$ cat src/rtl/program_loader_pkg.sv
// Shared definitions for the instruction-memory program loader.
// Contents: FSM state encoding, bytes-per-word constant, word-address helper.
// Build option: LOADER_CHECKSUM_EN enables the trailing XOR checksum byte (StCsum).
package program_loader_pkg;

  typedef enum logic [2:0] {
    StIdle,
    StLen,
    StData,
    StWrite,
    StCsum,
    StDone,
    StErr
  } state_e;

  localparam int unsigned BytesPerWord = 4;

  // Word address of a given image index; wraps modulo 2^32.
  function automatic logic [31:0] word_addr(input logic [31:0] base, input logic [31:0] idx);
    return base + idx;
  endfunction

endpackage

$ cat src/rtl/program_loader_byte_assembler.sv
// Byte-to-word assembler for the program loader.
// Shifts stream bytes MSB-first into a 32-bit word and strobes on the 4th byte.
// Ports:
//   clk_i, rst_i    clock, asynchronous active-high reset
//   clear_i         drop any partial word and restart the byte count
//   shift_i         accepted byte this cycle
//   byte_i          stream byte
//   word_o          word including the current byte (valid when word_ready_o is high)
//   word_ready_o    current byte completes a word
module program_loader_byte_assembler
  import program_loader_pkg::*;
(
  input  logic        clk_i,
  input  logic        rst_i,
  input  logic        clear_i,
  input  logic        shift_i,
  input  logic [7:0]  byte_i,
  output logic [31:0] word_o,
  output logic        word_ready_o
);

  localparam logic [1:0] LastByte = 2'(BytesPerWord - 1);

  logic [1:0]  cnt_q;
  logic [31:0] word_q;

  always_ff @(posedge clk_i or posedge rst_i) begin
    if (rst_i) begin
      cnt_q  <= '0;
      word_q <= '0;
    end else if (clear_i) begin
      cnt_q  <= '0;
      word_q <= '0;
    end else if (shift_i) begin
      cnt_q  <= cnt_q + 2'd1;
      word_q <= {word_q[23:0], byte_i};
    end
  end

  // Presented combinationally so the FSM can act in the same cycle as the 4th byte.
  assign word_o       = {word_q[23:0], byte_i};
  assign word_ready_o = shift_i && (cnt_q == LastByte);

endmodule

$ cat src/rtl/program_loader.sv
// Program loader: writer side of instruction memory.
// Receives a byte stream (valid/ready): 4-byte word count N, then N words, all MSB first.
// Issues single-cycle we/address/data writes and holds the fetch stage while loading.
// Build option: LOADER_CHECKSUM_EN adds a trailing XOR checksum byte over header and data.
// Ports:
//   clk_i, rst_i    clock, asynchronous active-high reset
//   start_i         begin a load from idle, done or error; ignored while loading
//   byte_valid_i    byte_data_i valid
//   byte_data_i     stream byte
//   byte_ready_o    loader accepts a byte this cycle
//   we_o            instruction-memory write enable, one cycle per word
//   address_o       instruction-memory word address
//   data_o          instruction word
//   cpu_hold_o      load in progress; freezes the PC
//   done_o          image loaded without error (sticky until start/reset)
//   error_o         load failed (sticky until start/reset)
module program_loader
  import program_loader_pkg::*;
#(
  parameter logic [31:0] BaseAddr = 32'd0,
  parameter int unsigned MaxWords = 256
) (
  input  logic        clk_i,
  input  logic        rst_i,
  input  logic        start_i,
  input  logic        byte_valid_i,
  input  logic [7:0]  byte_data_i,
  output logic        byte_ready_o,
  output logic        we_o,
  output logic [31:0] address_o,
  output logic [31:0] data_o,
  output logic        cpu_hold_o,
  output logic        done_o,
  output logic        error_o
);

  localparam logic [31:0] MaxWordsW = 32'(MaxWords);

  state_e      state_q;
  logic [31:0] n_q;
  logic [31:0] index_q;
  logic        ready_q;
  logic        we_q;
  logic [31:0] address_q;
  logic [31:0] data_q;
  logic        hold_q;
  logic        done_q;
  logic        error_q;

  logic        xfer;
  logic        start_ok;
  logic [31:0] word;
  logic        word_ready;

  assign xfer     = byte_valid_i && ready_q;
  assign start_ok = start_i && (state_q == StIdle || state_q == StDone || state_q == StErr);

  program_loader_byte_assembler u_asm (
    .clk_i        (clk_i),
    .rst_i        (rst_i),
    .clear_i      (start_ok),
    .shift_i      (xfer),
    .byte_i       (byte_data_i),
    .word_o       (word),
    .word_ready_o (word_ready)
  );

`ifdef LOADER_CHECKSUM_EN
  logic [7:0] csum_q;

  // Running XOR of header and data bytes; the trailing checksum byte itself is excluded.
  always_ff @(posedge clk_i or posedge rst_i) begin
    if (rst_i) begin
      csum_q <= '0;
    end else if (start_ok) begin
      csum_q <= '0;
    end else if (xfer && (state_q == StLen || state_q == StData)) begin
      csum_q <= csum_q ^ byte_data_i;
    end
  end
`endif

  always_ff @(posedge clk_i or posedge rst_i) begin
    if (rst_i) begin
      state_q   <= StIdle;
      n_q       <= '0;
      index_q   <= '0;
      ready_q   <= 1'b0;
      we_q      <= 1'b0;
      address_q <= BaseAddr;
      data_q    <= '0;
      hold_q    <= 1'b0;
      done_q    <= 1'b0;
      error_q   <= 1'b0;
    end else begin
      we_q <= 1'b0;
      case (state_q)
        StIdle, StDone, StErr: begin
          if (start_ok) begin
            state_q <= StLen;
            index_q <= '0;
            ready_q <= 1'b1;
            hold_q  <= 1'b1;
            done_q  <= 1'b0;
            error_q <= 1'b0;
          end
        end
        StLen: begin
          if (word_ready) begin
            n_q <= word;
            if (word > MaxWordsW) begin
              state_q <= StErr;
              ready_q <= 1'b0;
              hold_q  <= 1'b0;
              error_q <= 1'b1;
            end else if (word == 32'd0) begin
`ifdef LOADER_CHECKSUM_EN
              state_q <= StCsum;
`else
              state_q <= StDone;
              ready_q <= 1'b0;
              hold_q  <= 1'b0;
              done_q  <= 1'b1;
`endif
            end else begin
              state_q <= StData;
            end
          end
        end
        StData: begin
          if (word_ready) begin
            state_q   <= StWrite;
            ready_q   <= 1'b0;
            we_q      <= 1'b1;
            address_q <= word_addr(BaseAddr, index_q);
            data_q    <= word;
          end
        end
        StWrite: begin
          index_q <= index_q + 32'd1;
          if (index_q + 32'd1 == n_q) begin
`ifdef LOADER_CHECKSUM_EN
            state_q <= StCsum;
            ready_q <= 1'b1;
`else
            state_q <= StDone;
            hold_q  <= 1'b0;
            done_q  <= 1'b1;
`endif
          end else begin
            state_q <= StData;
            ready_q <= 1'b1;
          end
        end
`ifdef LOADER_CHECKSUM_EN
        StCsum: begin
          if (xfer) begin
            ready_q <= 1'b0;
            hold_q  <= 1'b0;
            if (byte_data_i == csum_q) begin
              state_q <= StDone;
              done_q  <= 1'b1;
            end else begin
              state_q <= StErr;
              error_q <= 1'b1;
            end
          end
        end
`endif
        default: begin
          state_q <= StIdle;
          ready_q <= 1'b0;
          hold_q  <= 1'b0;
        end
      endcase
    end
  end

  assign byte_ready_o = ready_q;
  assign we_o         = we_q;
  assign address_o    = address_q;
  assign data_o       = data_q;
  assign cpu_hold_o   = hold_q;
  assign done_o       = done_q;
  assign error_o      = error_q;

endmodule

$ cat config.mk
export PLATFORM = sky130hd
export DESIGN_NAME = program_loader
export DESIGN_NICKNAME = d
export VERILOG_FILES = /design/src/rtl/program_loader_pkg.sv /design/src/rtl/program_loader_byte_assembler.sv /design/src/rtl/program_loader.sv
export SDC_FILE = /design/constraint.sdc
export NUM_CORES = 1
export LEC_CHECK = 0
export ABC_AREA = 1
export CAP_MARGIN = 10
export CORE_UTILIZATION = 30
export DETAILED_ROUTE_END_ITERATION = 16
export GPL_TIMING_DRIVEN = 0
export PLACE_DENSITY = 0.5
export SYNTH_ARGS = -nofsm -noshare
export SYNTH_HDL_FRONTEND = slang
export SYNTH_HIERARCHICAL = 1
export SYNTH_SLANG_ARGS = --single-unit
$ cat constraint.sdc
create_clock -name clk_i -period 5.35 [get_ports clk_i]
set_input_delay 0.535 -clock clk_i [delete_from_list [all_inputs] [get_ports clk_i]]
set_output_delay 0.535 -clock clk_i [all_outputs]
set_load 0.05 [all_outputs]
==> out/metrics.cfg <==
[sta]
rsz0062_at_grt = no
setup_slack_ns = 2.478
max_freq_mhz = 348.2
finalSetupViolCount = 0
finalMaxSlewViolations = 0
finClkSkew_ns = 0.008961
relSlewSlack_pct = 31.83
post-route-period-util_pct = 53.68
layout_min_cycle_time_ns = 2.872
hold_viol_final = 0
tightest_slew_ns = 1.021

[clock_tree]
post_cts_resize_count = 0
cts_tree = done
cts_made_buffers = 17
clockBufferDepth = 2
insertion_delay_ns = 0.43
post_cts_buffers = 0
htreeDepth = 4
hold_buffers = 0
clockRootBuffer = clkbuf_16
clock_sinks = 162
clkSlewWorstSetupHoldPaths_ns = 0.07

[global_route]
antenna_found_initial = 0
globalRouteTotalUtil_pct = 18.34
grt_pass1_vias = 6995
overflow = 0
grt_max_degree = 94
grt_pass1_wl_um = 39270

[placement]
placedCellCount = 1482
gp_congestion = 0.8612
dpl_worst_slack_ns = 1.999
hpwl_um = 18470
io_buffers = 80

[critical_path]
crit_type = input port to register
cp-start-kind = input port
crit_chain = clkdlybuf4s50_1 -> nand2_1 -> inv_1 -> buf_6 -> buf_2 -> nand2_1 -> inv_1 -> inv_1 -> nor2_1 -> inv_1 -> clkbuf_1 -> clkbuf_1 -> o21ai_0
crit_path_max_incr_delay_ns = 0.68
cp_slowest_cell = clkbuf_1
path_delay_family = buffers and inverters
r2r-end = data_o[3]$_DFFE_PP0P_
crit_fanout = 10
endpoint_kind = register
r2r_cells = 12
worstPathArrival_ns = 3.16
crit_top_cell = inv_1
r2r-start = byte_ready_o$_DFFE_PP0P_
path_buf_inv = 9
rrSetupSlack_ns = 2.56
critPathRequiredTime_ns = 5.64

[routing]
postRouteAntennaNets = 0
dr.pass1.iters = 11
drt_iter0_drc = 500
wire_per_inst_um = 16.11
drc = 3
via_per_inst = 4.755
wl_um = 24360
num_vias = 7190

[yosys]
synth_top_area_cell = dfrtp_1
synth_top_area_share_pct = 49.92
syn_inst = 1066
syn_area_sq_mm = 0.008122
synth_nets = 1080
ys_warn_count = 6
synth-seq-cells = 162
ys_seq_area_share_pct = 49.92
synthTopCellsByArea = dfrtp_1 50%, nand2_1 16%, o21ai_0 7.3%
avgSynthCellArea_sq_um = 7.619
synth.distinct_cells = 30

[layout]
final_nets = 1180
fin_cells = 1512
diodes = 0
ff_latch_area_sq_mm = 0.004054
multi_input_area_sq_mm = 0.003376
n_fill_cell = 2781
post-route-util_pct = 37.85
area_growth_pct = 22.46
drive_gt1_share_pct = 5.777

[flow_run]
cap_violations = 0

[power_and_ir_drop]
ir_drop_mv = 0.1687
powerDensity_mw_per_mm2 = 394.7
leakage_nw = 4.610
p_total_w = 0.003925

[die]
initial_core_util_pct = 30.90
fp.dieW_um = 166.5
die_y_um = 166.5
rows = 59
core-area_sq_mm = 0.02628
dieArea_sq_mm = 0.02773
io_pins = 81

[min_path]
whs_endpoint = u_asm/cnt_q[1]$_DFFE_PP0P_
hold_depth = 2
hp-class = register to register
hold_start = u_asm/cnt_q[1]$_DFFE_PP0P_

[run_status]
status = finished, violations left
violations = design-rule violations

==> cells by family (layout without fill, tap and decap cells) <==
group / after synthesis / in the layout / synth area share (%)
buffers and inverters: 169 / 280 / 8.519
and+or+nand+nor: 580 / 580 / 30.72
adders and majority gates: 2 / 2 / 0.3081
DFF: 162 / 162 / 49.92
xor gates and xnor gates: 10 / 10 / 1.417
AOI/OAI and AO/OA: 143 / 143 / 9.120
==> worst max-delay path by stage <==
stage	from	to	cells after the start
floorplan	rst_i	address_o[0]$_DFFE_PP0P_	1
global placement	rst_i	address_o[23]$_DFFE_PP0P_	2
detailed placement	byte_valid_i	data_o[3]$_DFFE_PP0P_	13
CTS	byte_valid_i	data_o[3]$_DFFE_PP0P_	13
global route	byte_valid_i	data_o[23]$_DFFE_PP0P_	14
finish	byte_valid_i	data_o[3]$_DFFE_PP0P_	13
==> report_power, final <==
part	switching (W)	internal, W
Sequential	0.000158	0.00139
Combinational	0.000789	0.000354
Clock	0.000534	0.000699
Total	0.00148	0.00244
==> flip-flops by register name, indices dropped and copies added, names as in the netlist, 2 cells and up <==
| signal | flops |
|---|---|
| address_o | 32 |
| data_o | 32 |
| index_q | 32 |
| n_q | 32 |
| state_q | 3 |
| u_asm/cnt_q | 2 |
| u_asm/word_q | 24 |
==> stage by stage <==
step                hold slack (ns)  TNS (ns)  cell area (sq um)
global placement             0.4603   -161.27               9341
CTS                          0.4827         0               9946
global route                 0.5117         0               9946
floorplan                    0.4419         0               8122
finish                       0.4766         0               9946
detailed placement           0.4687         0               9374
==> worst reg2reg max path, cell delays in order, from the launching register on <==
cell      delay [ns]
dfrtp_1         0.41
nand2_1         0.07
inv_1           0.04
buf_6           0.13
buf_2           0.20
nand2_1         0.09
inv_1           0.07
inv_1           0.07
nor2_1          0.07
inv_1           0.07
clkbuf_1        0.68
clkbuf_1        0.57
o21ai_0         0.18
==> cell usage after synthesis, drive strengths merged <==
master and n:
nand4 8, o2111ai 1, nand3b 7, o21ai 119
xnor3 2, a211oi 1, buf 16, clkinv 1
ha 2, xor2 7, a21oi 7, xnor2 1
inv 127, dfrtp 162, nand3 115, clkbuf 25
o22ai 15, nand2 361, nor2 87, nor3 2
==> cell type report <==
class | instances | area share (%)
multi-input cells | 735 | 33.94
inverters | 128 | 4.881
flip-flops and latches | 162 | 40.76
clock buffers | 19 | 4.453
plain buffers | 41 | 2.126
well taps | 335 | 4.214
clock inverters | 11 | 1.296
repair buffers | 81 | 8.328
==> layout by cell type, fill, tap and decap left out, types with 3 or more instances in the layout <==
cell,synthesis,final
nand2_1,356,356
dfrtp_1,162,162
inv_1,124,123
o21ai_0,119,119
nand3_1,113,113
clkdlybuf4s50_1,0,80
nor2_1,75,75
clkbuf_1,25,26
clkbuf_16,0,17
o22ai_1,15,15
nand4_1,8,8
buf_4,8,8
nand3b_1,7,7
xor2_1,7,7
a21oi_1,7,7
nor2_4,7,7
inv_6,0,4
buf_2,4,4
nor2_2,3,3
nand2_2,3,3
inv_2,3,3
buf_6,3,3
==> routing by layer <==
| layer | vias up | global-route usage [%] | wire length (um) |
|---|---|---|---|
| met4 | 0 | 6.039 | 484 |
| li1 | 3602 | - | - |
| met5 | - | 0 | 0 |
| met2 | 143 | 28.15 | 10740 |
| met1 | 3411 | 25.78 | 12190 |
| met3 | 34 | 3.612 | 939 |
(Power assumes the default switching activity.)
